===== src/rtl/traffic_light_countdown.sv =====
// Traffic-light sequencer RED->GREEN->YELLOW with a BCD countdown on two 7-segment digits.
// Optional macro LEADING_ZERO_BLANK_EN blanks the tens digit when it is zero.
module traffic_light_countdown #(
  parameter int RED_TIME    = 12,
  parameter int GREEN_TIME  = 88,
  parameter int YELLOW_TIME = 3,
  parameter int TICK_DIV    = 1,
  parameter int REQ_TRUNC   = 5
) (
  input  logic       CLK,
  input  logic       RST,
  input  logic       EN,
  input  logic       REQ,
  output logic       red,
  output logic       yellow,
  output logic       green,
  output logic [6:0] seg1,
  output logic [6:0] seg2
);

  localparam int PW = (TICK_DIV > 1) ? $clog2(TICK_DIV) : 1;
  localparam logic [PW-1:0] PRESC_LAST = PW'(TICK_DIV - 1);

  function automatic logic [7:0] to_bcd(input int v);
    return {4'(v / 10), 4'(v % 10)};
  endfunction

  localparam logic [7:0] RED_BCD    = to_bcd(RED_TIME);
  localparam logic [7:0] GREEN_BCD  = to_bcd(GREEN_TIME);
  localparam logic [7:0] YELLOW_BCD = to_bcd(YELLOW_TIME);
  localparam logic [7:0] TRUNC_BCD  = to_bcd(REQ_TRUNC);

  typedef enum logic [1:0] {S_RED, S_GREEN, S_YELLOW} state_e;

  state_e          state_q, state_d;
  logic [PW-1:0]   presc_q, presc_d;
  logic [7:0]      cnt_q, cnt_d;
  logic            tick;
  logic            trunc;

  function automatic logic [7:0] bcd_dec(input logic [7:0] c);
    if (c[3:0] == 4'd0) return {c[7:4] - 4'd1, 4'd9};
    return {c[7:4], c[3:0] - 4'd1};
  endfunction

  function automatic logic [6:0] seg_decode(input logic [3:0] d);
    case (d)
      4'd0:    return 7'b1111110;
      4'd1:    return 7'b0110000;
      4'd2:    return 7'b1101101;
      4'd3:    return 7'b1111001;
      4'd4:    return 7'b0110011;
      4'd5:    return 7'b1011011;
      4'd6:    return 7'b1011111;
      4'd7:    return 7'b1110000;
      4'd8:    return 7'b1111111;
      4'd9:    return 7'b1110011;
      default: return 7'b0000000;
    endcase
  endfunction

  assign tick  = EN && (presc_q == PRESC_LAST);
  // BCD digits compare correctly as a plain unsigned byte.
  assign trunc = EN && REQ && (state_q == S_GREEN) && (cnt_q > TRUNC_BCD);

  always_comb begin
    state_d = state_q;
    presc_d = presc_q;
    cnt_d   = cnt_q;
    if (trunc) begin
      cnt_d   = TRUNC_BCD;
      presc_d = '0;
    end else if (EN) begin
      presc_d = tick ? '0 : presc_q + PW'(1);
      if (tick) begin
        if (cnt_q == 8'h01) begin
          case (state_q)
            S_RED:    begin state_d = S_GREEN;  cnt_d = GREEN_BCD;  end
            S_GREEN:  begin state_d = S_YELLOW; cnt_d = YELLOW_BCD; end
            default:  begin state_d = S_RED;    cnt_d = RED_BCD;    end
          endcase
        end else begin
          cnt_d = bcd_dec(cnt_q);
        end
      end
    end
  end

  always_ff @(posedge CLK or posedge RST) begin
    if (RST) begin
      state_q <= S_RED;
      presc_q <= '0;
      cnt_q   <= RED_BCD;
    end else begin
      state_q <= state_d;
      presc_q <= presc_d;
      cnt_q   <= cnt_d;
    end
  end

  assign red    = (state_q == S_RED);
  assign green  = (state_q == S_GREEN);
  assign yellow = (state_q == S_YELLOW);
  assign seg1   = seg_decode(cnt_q[3:0]);
`ifdef LEADING_ZERO_BLANK_EN
  assign seg2   = (cnt_q[7:4] == 4'd0) ? 7'b0000000 : seg_decode(cnt_q[7:4]);
`else
  assign seg2   = seg_decode(cnt_q[7:4]);
`endif

endmodule


===== config.mk =====
export PLATFORM = sky130hd
export DESIGN_NAME = traffic_light_countdown
export DESIGN_NICKNAME = d
export VERILOG_FILES = /design/src/rtl/traffic_light_countdown.sv
export SDC_FILE = /design/constraint.sdc
export NUM_CORES = 1
export LEC_CHECK = 0
export BUFFER_PORTS_ARGS = -buffer_cell sky130_fd_sc_hd__buf_2
export CORE_UTILIZATION = 50
export DETAILED_ROUTE_END_ITERATION = 10
export GPL_TIMING_DRIVEN = 0
export PLACE_DENSITY = 0.73
export SYNTH_ARGS = -nofsm -noshare
export SYNTH_HDL_FRONTEND = slang
export SYNTH_SLANG_ARGS = --single-unit

===== constraint.sdc =====
create_clock -name CLK -period 2.25 [get_ports CLK]
set_clock_uncertainty 0.05 [all_clocks]
set_input_delay 0.1125 -clock CLK [delete_from_list [all_inputs] [get_ports CLK]]
set_output_delay 0.1125 -clock CLK [all_outputs]
set_load 0.01 [all_outputs]

# Word level (Yosys, flattened, before mapping)

Memory sizes are Yosys's and may differ from the RTL's.
Cells that the tools add are included.

Flip-flop bits (word level): 11
ROM bits: 224
Bits of input ports: 4
Output and inout bits: 17
Word-level logic and storage cells: 43
Memories kept: 2

$add $sub $neg: 3
Order comparisons: 1
Equal/unequal tests: 3
Mux-type cells: 16
Bitwise operators: 2
Reductions and logical operators: 12

Memory list:

| memory           | depth | bits a word | read ports | clocked after Yosys merged registers in | wr ports | line | text |
|---|---|---|---|---|---|---|---|
| (name not given) | 16    | 7           | 1          | 0                                       | 0        | 47   | `case (d)` |
| (name not given) | 16    | 7           | 1          | 0                                       | 0        | 47   |  |

Operators with widths:

| kind                                                           | count |
|---|---|
| two-way mux 8 bit                                              | 6 |
| case mux 8 bit (2 select lines)                                | 1 |
| equality test 8 x 1 -> 1 bit (second input constant)           | 1 |
| greater-than comparator 8 x 3 -> 1 bit (second input constant) | 1 |
| two-way mux 1 bit                                              | 8 |
| subtractor 4 x 1 -> 4 bit (second input constant)              | 2 |
| logical AND 1 bit                                              | 4 |
| zero test 4 bit                                                | 1 |
| case mux 2 bit (2 select lines)                                | 1 |
| AND reduction 4 bit                                            | 1 |
| nonzero test 2 bit                                             | 2 |
| AND reduction 3 bit                                            | 1 |
| nonzero test 3 bit                                             | 1 |
| equality test 2 x 1 -> 1 bit (second input constant)           | 1 |
| equality test 2 bit (second input constant)                    | 1 |
| zero test 2 bit                                                | 1 |
| NOT 1 bit                                                      | 2 |
| AND reduction 2 bit                                            | 1 |
| adder 1 bit (second input constant)                            | 1 |

# Logic depth before layout (Yosys ltp)

Gate-level depths: netlist of the first run.

Depth after elaboration: 11
Gate-level depth with buffers: 7
Mapped depth without buffers: 6

# Least setup slack after synthesis of the first run

OpenSTA, ideal clock, no wires.

Path kind: flip-flop to flip-flop
Start: reg cnt_q[1]
End: reg state_q[1]
Library setup time: 0.138 ns
Arrival: 1.730 ns
Required time: 2.062 ns
Path slack: 0.333 ns
Cell stages (with the launch flop): 8
Path buffers: 1
Cells stage by stage: dfstp_2 > inv_1 > ha_1 > buf_2 > nor2b_4 > o21ai_2 > a311oi_4 > o21ai_1

Longest elaborated chain between the ends: 4
Elaborated cells between the ends (all ways): 5

RTL lines:

| item                                   | line | text |
|---|---|---|
| start, declared                        | 37   | `logic [7:0] cnt_q, cnt_d;` |
| start signal, assigned                 | 97   | `cnt_q <= cnt_d;` |
| greater-than comparator 8 x 3 -> 1 bit | 64   | `assign trunc = EN && REQ && (state_q == S_GREEN) && (cnt_q > TRUNC_BCD);` |
| logical AND 1 bit                      | 64   |  |
| NOT 1 bit (no source line)             | -    |  |
| AND reduction 4 bit (no source line) * | -    |  |
| end signal, assigned                   | 95   | `state_q <= state_d;` |
| end, declared                          | 35   | `state_e state_q, state_d;` |

Mark *: on every way between the ends. The rest lies on a longest branch, timed or not.
A chain may end at the register's enable or synchronous reset.

# Final worst setup path of the first run

Start: reg cnt_q[4]
End: reg cnt_q[0]

Longest elaborated chain between the ends: 5
Elaborated cells between the ends (all ways): 10

RTL lines:

| item |
|---|
| parallel branches: the longest is 5 deep, another holds greater-than comparator 8 x 3 -> 1 bit |

Several ways; the timed one is not identified. The select of a mux whose other input is x is not followed.

==> results of run 1 <==
[layer usage]
metal	up-vias	global-route usage
met5	-	0
met4	0	0.0889
met3	4	0.0370
met2	27	0.363
met1	461	0.320
li1	507	-
[kinds of logic (layout without fill, tap and decap cells)]
kind of cell	Yosys count	in the layout
muxes	1	1
and+or+nand+nor	45	45
adders and majority gates	12	12
xor gates and xnor gates	1	1
AOI/OAI and AO/OA	42	42
buffers and inverters	16	41
DFF	11	11
[registers in the layout (all words and copies together) (netlist names)]
name     count
cnt_q        8
presc_q      1
state_q      2
[worst max path at each step]
stage,cells past startpoint,slack [ns],start,end
floorplan,7,0.33,cnt_q[1],state_q[1]
global placement,7,0.10,cnt_q[1],state_q[1]
detailed placement,7,0.1,cnt_q[1],state_q[1]
CTS,7,0.09,cnt_q[1],state_q[1]
global route,7,0.006,cnt_q[4],cnt_q[0]
finish,7,0.11,cnt_q[4],cnt_q[0]
[timing repair]
| action | in CTS | in global routing |
|---|---|---|
| hold buffers | 1 | 0 |
| hold endpoints to repair | 9 | 0 |
| endpoints found under the setup margin | 0 | 6 |
[final cells by class]
cell class,count,share of cell area
Clock buffer,4,0.0212
Multi-Input combinational cell,101,0.579
Timing Repair Buffer,21,0.0887
Inverter,9,0.0272
Tap cell,27,0.0272
Buffer,7,0.0333
Sequential cell,11,0.224
[critical path: stages, from the launching register on]
cell      delay (ns)
dfstp_2         0.58
inv_1           0.11
ha_1            0.31
and4bb_1        0.23
buf_4           0.17
o21ai_1         0.21
a221oi_1        0.12
a211o_1         0.24
[stage by stage]
stage | instance area, µm² | worst slack [ns]
floorplan | 1070 | 0.333
global placement | 1200 | 0.104
detailed placement | 1200 | 0.0984
CTS | 1240 | 0.0884
global route | 1240 | 0.00585
finish | 1240 | 0.107
[synthesized netlist by cell type (2+ instances only)]
cell type  number  share of area
dfstp_2         2          0.049
buf_2           3          0.014
nor3_1          3          0.014
a221oi_1        3          0.025
a211o_1         3          0.025
o21ai_0        12          0.056
dfrtp_1         9           0.21
nand2_1         6          0.021
nor2_1         17          0.060
a21oi_1         9          0.042
nand3_1         4          0.019
inv_1           8          0.028
a21o_1          4          0.028
o21ai_1         4          0.019
ha_1           12           0.14
nor2b_1         3          0.018
[power breakdown]
| part | internal, mW | total, mW | switching (mW) |
|---|---|---|---|
| sequential | 0.287 | 0.400 | 0.113 |
| combinational | 0.593 | 1.40 | 0.807 |
| clock | 0.0688 | 0.139 | 0.0704 |
| total | 0.949 | 1.94 | 0.991 |
==> reports/qor.txt, run 1 <==
Status: complete, no violations
TritonCTS buffer count: 3
Initial Utilization: 0.540
Top_reg_cell synth: dfrtp_1
Slew headroom: 0.638
Hold path cells: 2
Worst hold path type: input port to register
Finished Core Util: 0.626
Min cycle time layout: 2.14 ns
Synthesis-to-layout area growth: 15.9%
Endpoint type of the worst setup path: register
R2R setup slack: 0.11 ns
Total iterations of the first detailed-routing run: 4
Post-CTS setup buffer count: 0
Mapped Area: 1070 µm²
Clock transition at path regs: 0.08 ns
Terminus of the critical flop-to-flop path: cnt_q[0]
Crit Path Max Fanout: 10
First-pass GRT wire length: 3730 µm
Number of global-route vias before repair: 862
Iter 0 DRT Violations: 17
Commonest non-fill, non-tap cell in the layout: buf_2
Residual DRC: 0
CTS Sinks: 11
Total gr overflow: 0
Final hold vios: 0
Die Width: 48.3 µm
IO Count: 21
Synth Area in XOR/XNOR: 0.00818
Worst hold slack: 0.00988 ns
HPWL after detailed placement: 1780 µm
Fin nets: 170
Fillcell total: 160
Largest family of logic cells by synthesized area: compound AO/OA/AOI/OAI gates
Clock root buffer: clkbuf_4
Met2 routed WL: 1040 µm
H-tree depth: 1
Reg-to-Reg Start: cnt_q[4]
Synth Area in Compound Gates: 0.266
Final period util: 0.953
Max-Cap Viols: 0
Antenna viol nets, final: 0
Syn Area/Cell: 8.37 µm²
CP Class: register to register
Total power: 1.94 mW
Yosys reg bits: 11
Post-synth EDFFs: 0
Fmax achieved: 467 MHz
Worst Max-Slew Pin Slew: 0.543 ns
Ys async rst share: 1.00
Placer Congestion: 0.847
Worst Path Required: 2.35 ns
Die area: 2330 µm²
DR vias: 999
Met3 wire len: 109 µm
Final wirelength: 2390 µm
Largest net degree at the start of global routing: 12
Via/cell ratio: 5.55
Routed WL per cell: 13.3 µm
Placed insts: 175
Worst min-delay path endpoint: presc_q
Synth Area in Adders: 0.140
CTS tree: yes
Post-CTS resize count: 0
Max Used Layer: met4
Die Ht: 48.3 µm
Unrepaired setup endpoints after global routing: no
N_diodes: 0
Number of port buffers: 20
Seq/Total Area, Yosys: 0.259
# rows: 16
Peak supply drop: 856 µV
Initial antenna violation count: 0
Share of post-route cells with drive strength above 1: 0.242
Most frequent cells in the layout: buf_2, nor2_1, o21ai_0, ha_1
Critical Path Start Type: register
Yosys warns: 0
Post-synthesis mux area share: 0.00935
Count of different cell masters after synthesis: 42
Hold Crit Start: EN
Pwr Density: 1560 nW/µm²
Mapped Nets: 144
Post-Synthesis Cells: 128
Pins Over Slew Limit: 0
CTS Buffer Depth: 2
Clk_lat worst skew: 0.28 ns
Leakage: 0.594 nW
Worst r2r path cells: 7
Total Routing Usage GR: 0.232
M1 WL: 1220 µm
Simple-Gate Fraction of Synth Area: 0.246
Post-route non-filler standard cell count: 180
FF+latch area: 278 µm²
Setup TNS: 0 ns
Multi-input gate area: 718 µm²
Final Setup Violations: 0
Core area: 1980 µm²
Worst path arrival time: 2.25 ns
(Power assumes the default switching activity.)
==> inputs of run 2 (changes only) <==
Settings changed: CTS_BUF_LIST from default to sky130_fd_sc_hd__clkbuf_4.
==> reports/qor.txt, run 2 (synthesized netlist as in run 1, its figures left out) <==
Final Setup Violations: 0 (unchanged)
Final hold vios: 0 (unchanged)
DR vias: 999 (unchanged)
Total iterations of the first detailed-routing run: 4 (unchanged)
Largest net degree at the start of global routing: 12 (unchanged)
Number of global-route vias before repair: 862 (unchanged)
Clock root buffer: clkbuf_4
Worst min-delay path endpoint: presc_q
Design area: 1240 µm² (+0.30%)
FF+latch area: 278 µm² (unchanged)
Multi-input gate area: 718 µm² (unchanged)
Final period util: 0.952 (about the same)
CTS tree: yes
Fillcell total: 160 (unchanged)
H-tree depth: 1 (unchanged)
CP Class: register to register
Residual DRC: 0 (unchanged)
Post-CTS setup buffer count: 0 (unchanged)
Post-CTS resize count: 0 (unchanged)
Total gr overflow: 0 (unchanged)
Reg-to-Reg Start: cnt_q[4]
N_diodes: 0 (unchanged)
Share of post-route cells with drive strength above 1: 0.248 (+0.00654)
Die Ht: 48.3 µm (unchanged)
Psw: 0.991 mW (about the same)
Worst r2r path cells: 7 (unchanged)
IO Count: 21 (unchanged)
TritonCTS buffer count: 3 (unchanged)
HPWL after detailed placement: 1780 µm (unchanged)
Power share of the clock group: 0.078 (+0.006)
Largest reg by FF count: cnt_q
Antenna viol nets, final: 0 (unchanged)
Setup TNS: 0 ns (unchanged)
Initial Utilization: 0.540 (unchanged)
Commonest non-fill, non-tap cell in the layout: buf_2
First-pass GRT wire length: 3730 µm (unchanged)
CTS Sinks: 11 (unchanged)
Hold Crit Start: EN
Status: complete, no violations
Worst Max-Slew Pin Slew: 0.543 ns (unchanged)
CTS Buffer Depth: 2 (unchanged)
Max-Cap Viols: 0 (unchanged)
Worst hold path type: input port to register
Worst Setup SP: cnt_q[4]
Largest regs: cnt_q x8, state_q x2, presc_q x1
Number of flip-flops under the largest register name: 8 (unchanged)
Switching Fraction: 0.508 (-0.00304)
Total Routing Usage GR: 0.232 (unchanged)
Int Power: 0.961 mW (+1.3%)
Unrepaired setup endpoints after global routing: no
Die Width: 48.3 µm (unchanged)
Via/cell ratio: 5.55 (unchanged)
Slew headroom: 0.638 (unchanged)
Iter 0 DRT Violations: 17 (unchanged)
Worst path cell trace: inv_1 > ha_1 > and4bb_1 > buf_4 > o21ai_1 > a221oi_1 > a211o_1
Initial antenna violation count: 0 (unchanged)
Largest stage delay, worst path: 0.58 ns (about the same)
Die area: 2330 µm² (unchanged)
# rows: 16 (unchanged)
Critical Path Start Type: register
Clk_lat worst skew: 0.28 ns (about the same)
Fin nets: 170 (unchanged)
Fmax achieved: 467 MHz (about the same)
R2R setup slack: 0.11 ns (about the same)
Combinational power share: 0.717 (-0.005)
Min cycle time layout: 2.14 ns (-0.000830 ns)
Final wirelength: 2390 µm (about the same)
Pins Over Slew Limit: 0 (unchanged)
Worst Path Required: 2.35 ns (about the same)
Placed instance area: 1200 µm² (unchanged)
Synthesis-to-layout area growth: 16.2%
Pwr Density: 1570 nW/µm² (+0.34%)
Most frequent cells in the layout: buf_2, nor2_1, o21ai_0, ha_1
Hold path cells: 2 (unchanged)
Crit Path Max Fanout: 10 (unchanged)
Core area: 1980 µm² (unchanged)
Terminus of the critical flop-to-flop path: cnt_q[0]
Sequential power share: 0.205 (about the same)
Worst path arrival time: 2.25 ns (about the same)
Clock transition at path regs: 0.08 ns (about the same)
Leakage: 0.598 nW (+0.58%)
Placer Congestion: 0.847 (unchanged)
Peak supply drop: 856 µV (about the same)
Number of port buffers: 20 (unchanged)
Endpoint type of the worst setup path: register
Routed WL per cell: 13.3 µm (about the same)
Critical path's slowest cell: dfstp_2
## run 2: area by class of cell
type	count	share of cell area
Buffer	7	0.0332
Clock buffer	4	0.0241
Inverter	9	0.0271
Multi-Input combinational cell	101	0.577
Sequential cell	11	0.223
Tap cell	27	0.0271
Timing Repair Buffer	21	0.0884
## run 2: timing repair
item,4_1_cts,5_1_grt
endpoints found under the setup margin,0,6
hold buffers,1,0
hold endpoints to repair,9,0
## run 2: critical path: cells and delay by family (launching register included)
kind	cells	cell delay (ns)
buf+inv	2	0.28
fa+ha+maj	1	0.31
compound gates	3	0.57
flops	1	0.58
simple gates	1	0.23
## run 2: through the flow
step	cells	utilization	total power [mW]	hold slack (ns)	worst slack (ns)
after CTS	180	0.628	1.95	0.0108	0.0882
final	180	0.628	1.95	0.00905	0.108
after global placement	175	0.608	1.77	0.0675	0.104
after detailed placement	175	0.608	1.79	0.0879	0.0984
after global routing	180	0.628	2.13	0.0107	0.00573
after floorplan	128	-	1.39	-0.0865	0.333
## run 2: worst max path at each step
stage                      end  slack [ns]  depth (start not counted)
CTS                 state_q[1]        0.09                          7
detailed placement  state_q[1]         0.1                          7
global route          cnt_q[0]       0.006                          7
finish                cnt_q[0]        0.11                          7
global placement    state_q[1]        0.10                          7
floorplan           state_q[1]        0.33                          7
## run 2: layer usage
layer  track usage  up-vias  wire length [µm]
met5             0        -                 0
met4        0.0889        0                22
met3        0.0370        4               109
met2         0.363       27              1040
met1         0.320      461              1210
li1              -      507                 -
## run 2: power groups by stage
stage / sequential [mW] / combinational, mW / clock (mW)
2_1_floorplan: 0.371 / 1.02 / 0
3_5_place_dp: 0.399 / 1.39 / 0
5_1_grt: 0.410 / 1.56 / 0.161
4_1_cts: 0.396 / 1.40 / 0.153
6_report: 0.400 / 1.40 / 0.152
3_3_place_gp: 0.394 / 1.37 / 0
==> inputs of run 3 (changes only) <==
Settings changed: CORE_UTILIZATION 50 to 55, PLACE_DENSITY 0.73 to 0.8.
==> reports/qor.txt, run 3 (synthesized netlist as in run 1, its figures left out) <==
Reg-to-Reg Start: cnt_q[1]
Number of global-route vias before repair: 819 (-5.0%)
Largest stage delay, worst path: 0.58 ns (about the same)
Number of port buffers: 20 (unchanged)
Largest net degree at the start of global routing: 12 (unchanged)
Fmax achieved: 476 MHz (+2.0%)
Antenna viol nets, final: 0 (unchanged)
Total iterations of the first detailed-routing run: 4 (unchanged)
Final hold vios: 0 (unchanged)
Hold Crit Start: EN
Routed WL per cell: 12.9 µm (-2.8%)
Die Ht: 46.1 µm (-4.5%)
Worst path cell trace: inv_1 > ha_1 > buf_2 > nor2b_4 > o21ai_2 > a311oi_4 > o21ai_1
Pins Over Slew Limit: 0 (unchanged)
Min cycle time layout: 2.10 ns (-0.0429 ns)
Crit path to: state_q[1]
Worst path arrival time: 2.19 ns (-0.06 ns)
Worst hold path type: input port to register
Pwr Density: 1570 nW/µm² (-0.19%)
Switching Fraction: 0.506 (-0.00134)
Unrepaired setup endpoints after global routing: no
Worst r2r path cells: 7 (unchanged)
Max-Cap Viols: 0 (unchanged)
Initial Utilization: 0.601 (+0.0603)
Post-CTS setup buffer count: 0 (unchanged)
Core area: 1780 µm² (-10%)
TritonCTS buffer count: 3 (unchanged)
Critical path's slowest cell: dfstp_2
Total Routing Usage GR: 0.237 (+0.00473)
Final wirelength: 2300 µm (-3.8%)
IO Count: 21 (unchanged)
First-pass GRT wire length: 3610 µm (-3.2%)
CP Class: register to register
Critical Path Start Type: register
HPWL after detailed placement: 1720 µm (-3.2%)
Placer Congestion: 0.865 (+2.2%)
N_diodes: 0 (unchanged)
Total power: 1.95 mW (about the same)
Worst Setup SP: cnt_q[1]
Clock root buffer: clkbuf_4
Worst Path Required: 2.34 ns (about the same)
Leakage: 0.598 nW (about the same)
H-tree depth: 1 (unchanged)
Crit Path Max Fanout: 10 (unchanged)
Combinational power share: 0.718 (about the same)
Total gr overflow: 0 (unchanged)
Slew headroom: 0.662 (+0.0244)
R2R setup slack: 0.15 ns (+0.04 ns)
CTS Sinks: 11 (unchanged)
Status: complete, no violations
Clock transition at path regs: 0.07 ns (about the same)
Clk_lat worst skew: 0.27 ns (about the same)
CTS tree: yes
Final WS setup: 0.150 ns (+0.0429 ns)
Synthesis-to-layout area growth: 16.4%
Die Width: 46.1 µm (-4.5%)
Pre-CTS setup slack: 0.101 ns (+0.00276 ns)
Finished Core Util: 0.699 (+0.0708)
Worst Max-Slew Pin Slew: 0.506 ns (-0.0365 ns)
Via/cell ratio: 5.65 (+1.8%)
Iter 0 DRT Violations: 52 (+35)
Design area: 1250 µm² (+0.10%)
Largest regs: cnt_q x8, state_q x2, presc_q x1
Sequential power share: 0.207 (+0.002)
Most frequent cells in the layout: buf_2, nor2_1, o21ai_0, ha_1
Peak supply drop: 797 µV (-7.0%)
Largest reg by FF count: cnt_q
Residual DRC: 0 (unchanged)
Endpoint type of the worst setup path: register
Commonest non-fill, non-tap cell in the layout: buf_2
Terminus of the critical flop-to-flop path: state_q[1]
# rows: 15 (-1)
Power share of the clock group: 0.075 (-0.003)
DR vias: 1006 (+0.70%)
Int Power: 0.963 mW (+0.19%)
Initial antenna violation count: 0 (unchanged)
Final Setup Violations: 0 (unchanged)
Number of flip-flops under the largest register name: 8 (unchanged)
Placed instance area: 1200 µm² (-0.21%)
Fin nets: 170 (unchanged)
Psw: 0.988 mW (-0.35%)
Die area: 2130 µm² (-8.7%)
CTS Buffer Depth: 2 (unchanged)
Setup TNS: 0 ns (unchanged)
Final period util: 0.933 (-0.0190)
Share of post-route cells with drive strength above 1: 0.255 (+0.00654)
## run 3: changes by cell type in the layout (fill, tap and decap cells not counted)
| cell | before | now |
|---|---|---|
| o21ai_1 | 4 | 3 |
| o21ai_2 | 1 | 2 |
## run 3: final cells by class
class | instances | area, µm²
Sequential cell | 11 | 278
Multi-Input combinational cell | 101 | 722
Inverter | 9 | 33.8
Tap cell | 25 | 31.3
Clock buffer | 4 | 30.0
Fill cell | 149 | 537
Buffer | 7 | 41.3
Timing Repair Buffer | 21 | 110
## run 3: repair_timing
item                                    4_1_cts  5_1_grt
gates resized for setup                       0        1
hold buffers                                  1        0
endpoints found under the hold margin         9        0
endpoints found under the setup margin        0        5
## run 3: how the worst min path moves through the flow
stage                     slack [ns]  depth (start not counted)       end
after floorplan                -0.09                          1  cnt_q[0]
after global placement          0.07                          2  cnt_q[0]
after detailed placement        0.06                          2  cnt_q[0]
after CTS                      0.009                          2   presc_q
after global routing           0.007                          2   presc_q
final                          0.003                          2   presc_q
## run 3: critical path, delay by kind of cell, from the launching register on
kind	cells	cell delay, ns
buffers and inverters	2	0.31
AOI/OAI and AO/OA	3	0.66
DFF	1	0.58
and+or+nand+nor	1	0.15
adders and majority gates	1	0.21
## run 3: power groups by stage
| stage | sequential, mW | clock (mW) | combinational [mW] |
|---|---|---|---|
| 3_5_place_dp | 0.402 | 0 | 1.38 |
| 3_3_place_gp | 0.393 | 0 | 1.36 |
| 4_1_cts | 0.398 | 0.144 | 1.39 |
| 6_report | 0.404 | 0.146 | 1.40 |
| 2_1_floorplan | 0.371 | 0 | 1.02 |
| 5_1_grt | 0.415 | 0.153 | 1.55 |
## run 3: metal layers
metal,vias up,GRT usage,routed length [µm]
met2,38,0.380,1040
met5,-,0,0
met3,5,0.0353,116
li1,508,-,-
met4,0,0.0706,24
met1,455,0.327,1120
## run 3: per-stage QoR
step	hold WS, ns	cells
5_1_grt	0.00689	178
4_1_cts	0.00880	178
2_1_floorplan	-0.0865	128
3_3_place_gp	0.0652	173
6_report	0.00343	178
3_5_place_dp	0.0642	173
